`src/rtl/code_lock_pkg.sv`:
```
// rtl/code_lock_pkg.sv - shared state encoding and COMP codes for the code-lock controller
package code_lock_pkg;

    typedef enum logic [1:0] {
        IDLE    = 2'd0,
        GOT1    = 2'd1,
        OPEN_ST = 2'd2,
        LOCKOUT = 2'd3
    } state_t;

    localparam logic [1:0] CMP_EQ = 2'b00;
    localparam logic [1:0] CMP_GT = 2'b01;
    localparam logic [1:0] CMP_LT = 2'b10;

endpackage

```
`src/rtl/meas_cmp.sv`:
```
// rtl/meas_cmp.sv - registered unsigned MEAS vs REF comparator, one cycle latency
module meas_cmp
    import code_lock_pkg::*;
#(
    parameter int W = 4
) (
    input  logic         clk,
    input  logic         rst_n,
    input  logic [W-1:0] meas,
    input  logic [W-1:0] refv,
    output logic [1:0]   comp
);

    always_ff @(posedge clk or negedge rst_n) begin
        if (!rst_n) begin
            comp <= CMP_EQ;
        end else if (meas == refv) begin
            comp <= CMP_EQ;
        end else if (meas > refv) begin
            comp <= CMP_GT;
        end else begin
            comp <= CMP_LT;
        end
    end

endmodule

```
`src/rtl/code_lock_ctrl.sv`:
```
// rtl/code_lock_ctrl.sv - two-digit code lock with MEAS/REF interlock, timed OPEN and failure lockout
// Optional GOT1 inter-digit timeout is built when CODE_LOCK_TIMEOUT_EN is defined.
module code_lock_ctrl
    import code_lock_pkg::*;
#(
    parameter int MAX_FAIL    = 3,
    parameter int OPEN_CYCLES = 8,
    parameter int LOCK_CYCLES = 16
`ifdef CODE_LOCK_TIMEOUT_EN
    ,
    parameter int TIMEOUT_CYCLES = 32
`endif
) (
    input  logic       CLK,
    input  logic       RST_N,
    input  logic [3:0] DIGIT,
    input  logic       DIGIT_VLD,
    input  logic [3:0] CODE1,
    input  logic [3:0] CODE2,
    input  logic [3:0] MEAS,
    input  logic [3:0] REF,
    output logic [1:0] COMP,
    output logic       CORR1,
    output logic       CORR2,
    output logic       OPEN,
    output logic       LOCKED,
    output logic [3:0] FAIL_CNT
);

    localparam int TMAX = (OPEN_CYCLES > LOCK_CYCLES) ? OPEN_CYCLES : LOCK_CYCLES;
    localparam int TW   = $clog2(TMAX + 1);

    state_t         state;
    logic [TW-1:0]  tmr;
    logic           first_ok;
    logic           accept;
    logic           abort;
    logic           fail_evt;
    logic           last_fail;
    logic           to_hit;

    meas_cmp #(.W(4)) u_meas_cmp (
        .clk   (CLK),
        .rst_n (RST_N),
        .meas  (MEAS),
        .refv  (REF),
        .comp  (COMP)
    );

`ifdef CODE_LOCK_TIMEOUT_EN
    localparam int TOW = $clog2(TIMEOUT_CYCLES + 1);
    logic [TOW-1:0] to_cnt;

    // Counter only runs while GOT1 sits idle, so it is zero on every entry to GOT1.
    always_ff @(posedge CLK or negedge RST_N) begin
        if (!RST_N) begin
            to_cnt <= '0;
        end else if (state != GOT1 || DIGIT_VLD) begin
            to_cnt <= '0;
        end else begin
            to_cnt <= to_cnt + TOW'(1);
        end
    end

    assign to_hit = (state == GOT1) && !DIGIT_VLD && (to_cnt == TOW'(TIMEOUT_CYCLES - 1));
`else
    assign to_hit = 1'b0;
`endif

    always_comb begin
        first_ok  = 1'b0;
        accept    = 1'b0;
        abort     = 1'b0;
        fail_evt  = to_hit;
        last_fail = (({1'b0, FAIL_CNT} + 5'd1) == 5'(MAX_FAIL));
        case (state)
            IDLE: begin
                if (DIGIT_VLD) begin
                    if (DIGIT == CODE1) first_ok = 1'b1;
                    else                fail_evt = 1'b1;
                end
            end
            GOT1: begin
                if (DIGIT_VLD) begin
                    if (DIGIT != CODE2)       fail_evt = 1'b1;
                    else if (COMP == CMP_LT)  abort    = 1'b1;
                    else                      accept   = 1'b1;
                end
            end
            default: ;
        endcase
    end

    // Timers expire on the cycle they read 1, so each state lasts exactly its parameter.
    always_ff @(posedge CLK or negedge RST_N) begin
        if (!RST_N) begin
            state    <= IDLE;
            CORR1    <= 1'b0;
            CORR2    <= 1'b0;
            OPEN     <= 1'b0;
            LOCKED   <= 1'b0;
            FAIL_CNT <= '0;
            tmr      <= '0;
        end else if (first_ok) begin
            CORR1 <= 1'b1;
            state <= GOT1;
        end else if (accept) begin
            CORR2    <= 1'b1;
            OPEN     <= 1'b1;
            tmr      <= TW'(OPEN_CYCLES);
            FAIL_CNT <= '0;
            state    <= OPEN_ST;
        end else if (abort) begin
            CORR1 <= 1'b0;
            state <= IDLE;
        end else if (fail_evt) begin
            CORR1 <= 1'b0;
            CORR2 <= 1'b0;
            if (last_fail) begin
                FAIL_CNT <= 4'(MAX_FAIL);
                LOCKED   <= 1'b1;
                tmr      <= TW'(LOCK_CYCLES);
                state    <= LOCKOUT;
            end else begin
                FAIL_CNT <= FAIL_CNT + 4'd1;
                state    <= IDLE;
            end
        end else if (state == OPEN_ST) begin
            if (tmr == TW'(1)) begin
                OPEN  <= 1'b0;
                CORR1 <= 1'b0;
                CORR2 <= 1'b0;
                tmr   <= '0;
                state <= IDLE;
            end else begin
                tmr <= tmr - TW'(1);
            end
        end else if (state == LOCKOUT) begin
            if (tmr == TW'(1)) begin
                LOCKED   <= 1'b0;
                FAIL_CNT <= '0;
                tmr      <= '0;
                state    <= IDLE;
            end else begin
                tmr <= tmr - TW'(1);
            end
        end
    end

endmodule

```
`config.mk`:
```
export PLATFORM = sky130hd
export DESIGN_NAME = code_lock_ctrl
export DESIGN_NICKNAME = d
export VERILOG_FILES = /design/src/rtl/code_lock_pkg.sv /design/src/rtl/meas_cmp.sv /design/src/rtl/code_lock_ctrl.sv
export SDC_FILE = /design/constraint.sdc
export NUM_CORES = 1
export LEC_CHECK = 0
export BUFFER_PORTS_ARGS = -buffer_cell sky130_fd_sc_hd__buf_2
export CAP_MARGIN = 0
export CORE_MARGIN = 5
export CORE_UTILIZATION = 53
export CTS_CLUSTER_DIAMETER = 200
export DETAILED_ROUTE_END_ITERATION = 12
export PLACE_DENSITY = 0.82
export REMOVE_ABC_BUFFERS = 1
export SLEW_MARGIN = 40
export SYNTH_ARGS = -nofsm -noshare
export SYNTH_HDL_FRONTEND = slang
export SYNTH_SLANG_ARGS = --single-unit
```
`constraint.sdc`:
```
create_clock -name CLK -period 3.43 [get_ports CLK]
set_input_delay 0.1715 -clock CLK [delete_from_list [all_inputs] [get_ports CLK]]
set_output_delay 0.1715 -clock CLK [all_outputs]
set_load 0.01 [all_outputs]
```
==> results_dict.tcl <==
set metrics [dict create \
    fp-row-count 16 \
    start_kind "flip-flop" \
    synth_area_leader_cell "dfrtp_1" \
    start_util 0.5625 \
    areaGrowthSynthToFinish_pct 19.22 \
    cts_tree "yes" \
    slew_headroom 0.6694 \
    synthArstFlopShare 1.000 \
    holdPathStages 4 \
    clock_skew_ns 0.006911 \
    insertion_delay_ns 0.31 \
    r2r_end "tmr[3]$_DFFE_PN0P_" \
    setup_viol 0 \
    path_cells "ha_1 -> nand2_1 -> a21oi_1 -> o21ai_0 -> nor4_1 -> or3_1 -> a32o_1" \
    p_leak_nw 0.6754 \
    vias_per_cell 5.696 \
    fin_crit_ns 2.143 \
    finalCritPeriodShare 0.6247 \
    final_antenna_net_count 0 \
    vdd_ir_drop_max_uv 439.7 \
    cp_data_arrival_time_ns 2.35 \
    grt_max_degree 18 \
    fillers 183 \
    status "finished clean" \
    yosysWarningCount 0 \
    hold_buffers 1 \
    required_ns 3.64 \
    netlist.area_leader.share 0.3778 \
    yosysUniqueCellTypes 37 \
    r2r_cells 7 \
    seq_area_frac_synth 0.3778 \
    cts_setup_buffers 0 \
    cts-root-buf "clkbuf_4" \
    first_global_vias 1117 \
    ys_ff_latch 17 \
    die_y_um 56.10 \
    finalMaxSlewViolations 0 \
    power_density_nw_per_um2 677.8 \
    path_clk_slew_ns 0.10 \
    crit_type "reg2reg" \
    n_antenna_cell 0 \
    yosysMostFrequentCell "dfrtp_1" \
    synth_top_flop_cell "dfrtp_1" \
    reg2reg_from "FAIL_CNT[0]$_DFFE_PN0P_" \
    drive_gt1_frac 0.2439 \
    ys_top_cells_by_area "dfrtp_1, ha_1, inv_1" \
    fmax_mhz 466.7 \
    grt.total_usage 0.1895 \
    syn_area_sq_um 1126 \
    numCtsBuffers 3 \
    endpoint_kind "flip-flop" \
    syn_inst 129 \
    worst_pin_slew_ns 0.4906 \
    io_buffers 32 \
    grt_overflow 0 \
    antenna_found_initial 0 \
    wl_per_cell_um 14.10 \
    whs_endpoint "u_meas_cmp.comp[0]$_DFF_PN0_" \
    gp_congestion 0.9043 \
    ys_top_cells_by_count "dfrtp_1, inv_1, nand2_1" \
    drt_iter0_markers 28 \
    crit_slowest_cell "dfrtp_1" \
    cap_violations 0 \
    cp_top_family "compound AO/OA/AOI/OAI gates" \
    die_area_sq_um 3147 \
    first_pass_iters 4 \
    hold_viol 0 \
    hp-class "in2reg" \
    grt_pass1_wl_um 4678 \
    h-tree-depth 1 \
    rrSetupSlack_ns 1.29 \
    avgSynthCellArea_sq_um 8.729 \
    io_pins 33 \
    crit_cells 7 \
    synth-edff-count 0 \
    vias 1088 \
    cts-resized-gates 0 \
    hp-start "MEAS[3]" \
    wl_um 2693 \
    core_area_sq_um 2002 \
    final_util 0.6706 \
    final_nets 196 \
    cp.buffers_inverters 0 \
    finalSetupTns_ns 0 \
    clock_sinks 17 \
    dpl.hpwl_um 2179 \
    max_stage_delay_ns 0.45 \
    fp.dieW_um 56.10 \
    path_max_fanout 7 \
    rsz0062_at_grt "false" \
    drc 0 \
    cts_buffer_depth 2 \
]
==> sequential cells by signal, summed over array words and instances (netlist names) <==
register and cells:
CORR1 1, LOCKED 1, u_meas_cmp.comp 2, tmr 5
state 2, OPEN 1, FAIL_CNT 4, CORR2 1
==> layer usage <==
layer  GRT usage  vias to the layer above  part of all wire
li1            -                      525                 -
met1      0.1963                      509              0.37
met2      0.3456                       48              0.53
met3     0.05568                        6             0.079
met4     0.08814                        0             0.020
met5           0                        -                 0
==> per-stage QoR <==
stage | hold slack, ns | power [mW] | cell area (sq um) | worst slack (ns) | cells
6_report | 0.2437 | 0.9100 | 1343 | 1.287 | 191
4_1_cts | 0.2480 | 0.9068 | 1343 | 1.324 | 191
2_1_floorplan | -0.1241 | 0.6518 | 1111 | 1.524 | 127
5_1_grt | 0.2586 | 0.9928 | 1343 | 1.059 | 191
3_3_place_gp | 0.1111 | 0.7649 | 1305 | 1.435 | 186
3_5_place_dp | 0.1152 | 0.7933 | 1305 | 1.345 | 186
==> logic make-up (layout without fill, tap and decap cells) <==
| group | Yosys count | count (layout) | synth area share |
|---|---|---|---|
| AO/OA/AOI/OAI | 28 | 28 | 0.1645 |
| XOR/XNOR | 9 | 9 | 0.07000 |
| adder cells (fa/ha/maj) | 8 | 8 | 0.08889 |
| buffers and inverters | 15 | 50 | 0.05667 |
| flip-flops | 17 | 17 | 0.3778 |
| multiplexers | 1 | 1 | 0.009999 |
| AND/OR/NAND/NOR | 51 | 51 | 0.2322 |
==> final cells by class <==
type                    instances  area, sq um  area share
well taps                      27        33.78     0.02516
inverters                      13        48.80     0.03635
clock buffers                   3        22.52     0.01678
repair buffers                 33        170.2      0.1267
flip-flops and latches         17        425.4      0.3169
multi-input cells              97        636.9      0.4744
clock inverters                 1        5.005    0.003728
==> placed cells by master, fill, tap and decap left out, types with 2 or more instances in the layout <==
cell type,Yosys,routed
a21oi_1,5,5
buf_2,0,32
clkbuf_4,0,3
dfrtp_1,17,17
ha_1,8,8
inv_1,13,13
nand2_1,12,12
nand2b_1,2,2
nand3_1,9,9
nor2_1,9,9
nor2b_1,4,4
nor3_1,4,4
nor4_1,2,2
o2111ai_1,2,2
o211ai_1,3,3
o21ai_0,8,8
or3_1,2,2
xnor2_1,4,4
xor2_1,5,5
==> how the worst max path moves through the flow <==
stage | startpoint | endpoint | slack (ns)
after floorplan | FAIL_CNT[0]$_DFFE_PN0P_ | tmr[3]$_DFFE_PN0P_ | 1.52
after global placement | FAIL_CNT[0]$_DFFE_PN0P_ | tmr[3]$_DFFE_PN0P_ | 1.43
after detailed placement | FAIL_CNT[0]$_DFFE_PN0P_ | tmr[3]$_DFFE_PN0P_ | 1.34
after CTS | FAIL_CNT[0]$_DFFE_PN0P_ | tmr[3]$_DFFE_PN0P_ | 1.32
after global routing | FAIL_CNT[0]$_DFFE_PN0P_ | tmr[3]$_DFFE_PN0P_ | 1.06
final | FAIL_CNT[0]$_DFFE_PN0P_ | tmr[3]$_DFFE_PN0P_ | 1.29
==> where the power goes <==
group	switching, mW	leakage [nW]	internal (mW)
sequential	0.0807	0.211	0.279
clock	0.0699	0.0177	0.0437
combinational	0.251	0.447	0.185
total	0.402	0.675	0.508
==> worst reg2reg max path: stages (launching register included) <==
cell and delay (ns):
dfrtp_1 0.45, ha_1 0.27, nand2_1 0.08, a21oi_1 0.04, o21ai_0 0.43, nor4_1 0.12
or3_1 0.40, a32o_1 0.25
Note: power is estimated with default switching activity, not from simulation.
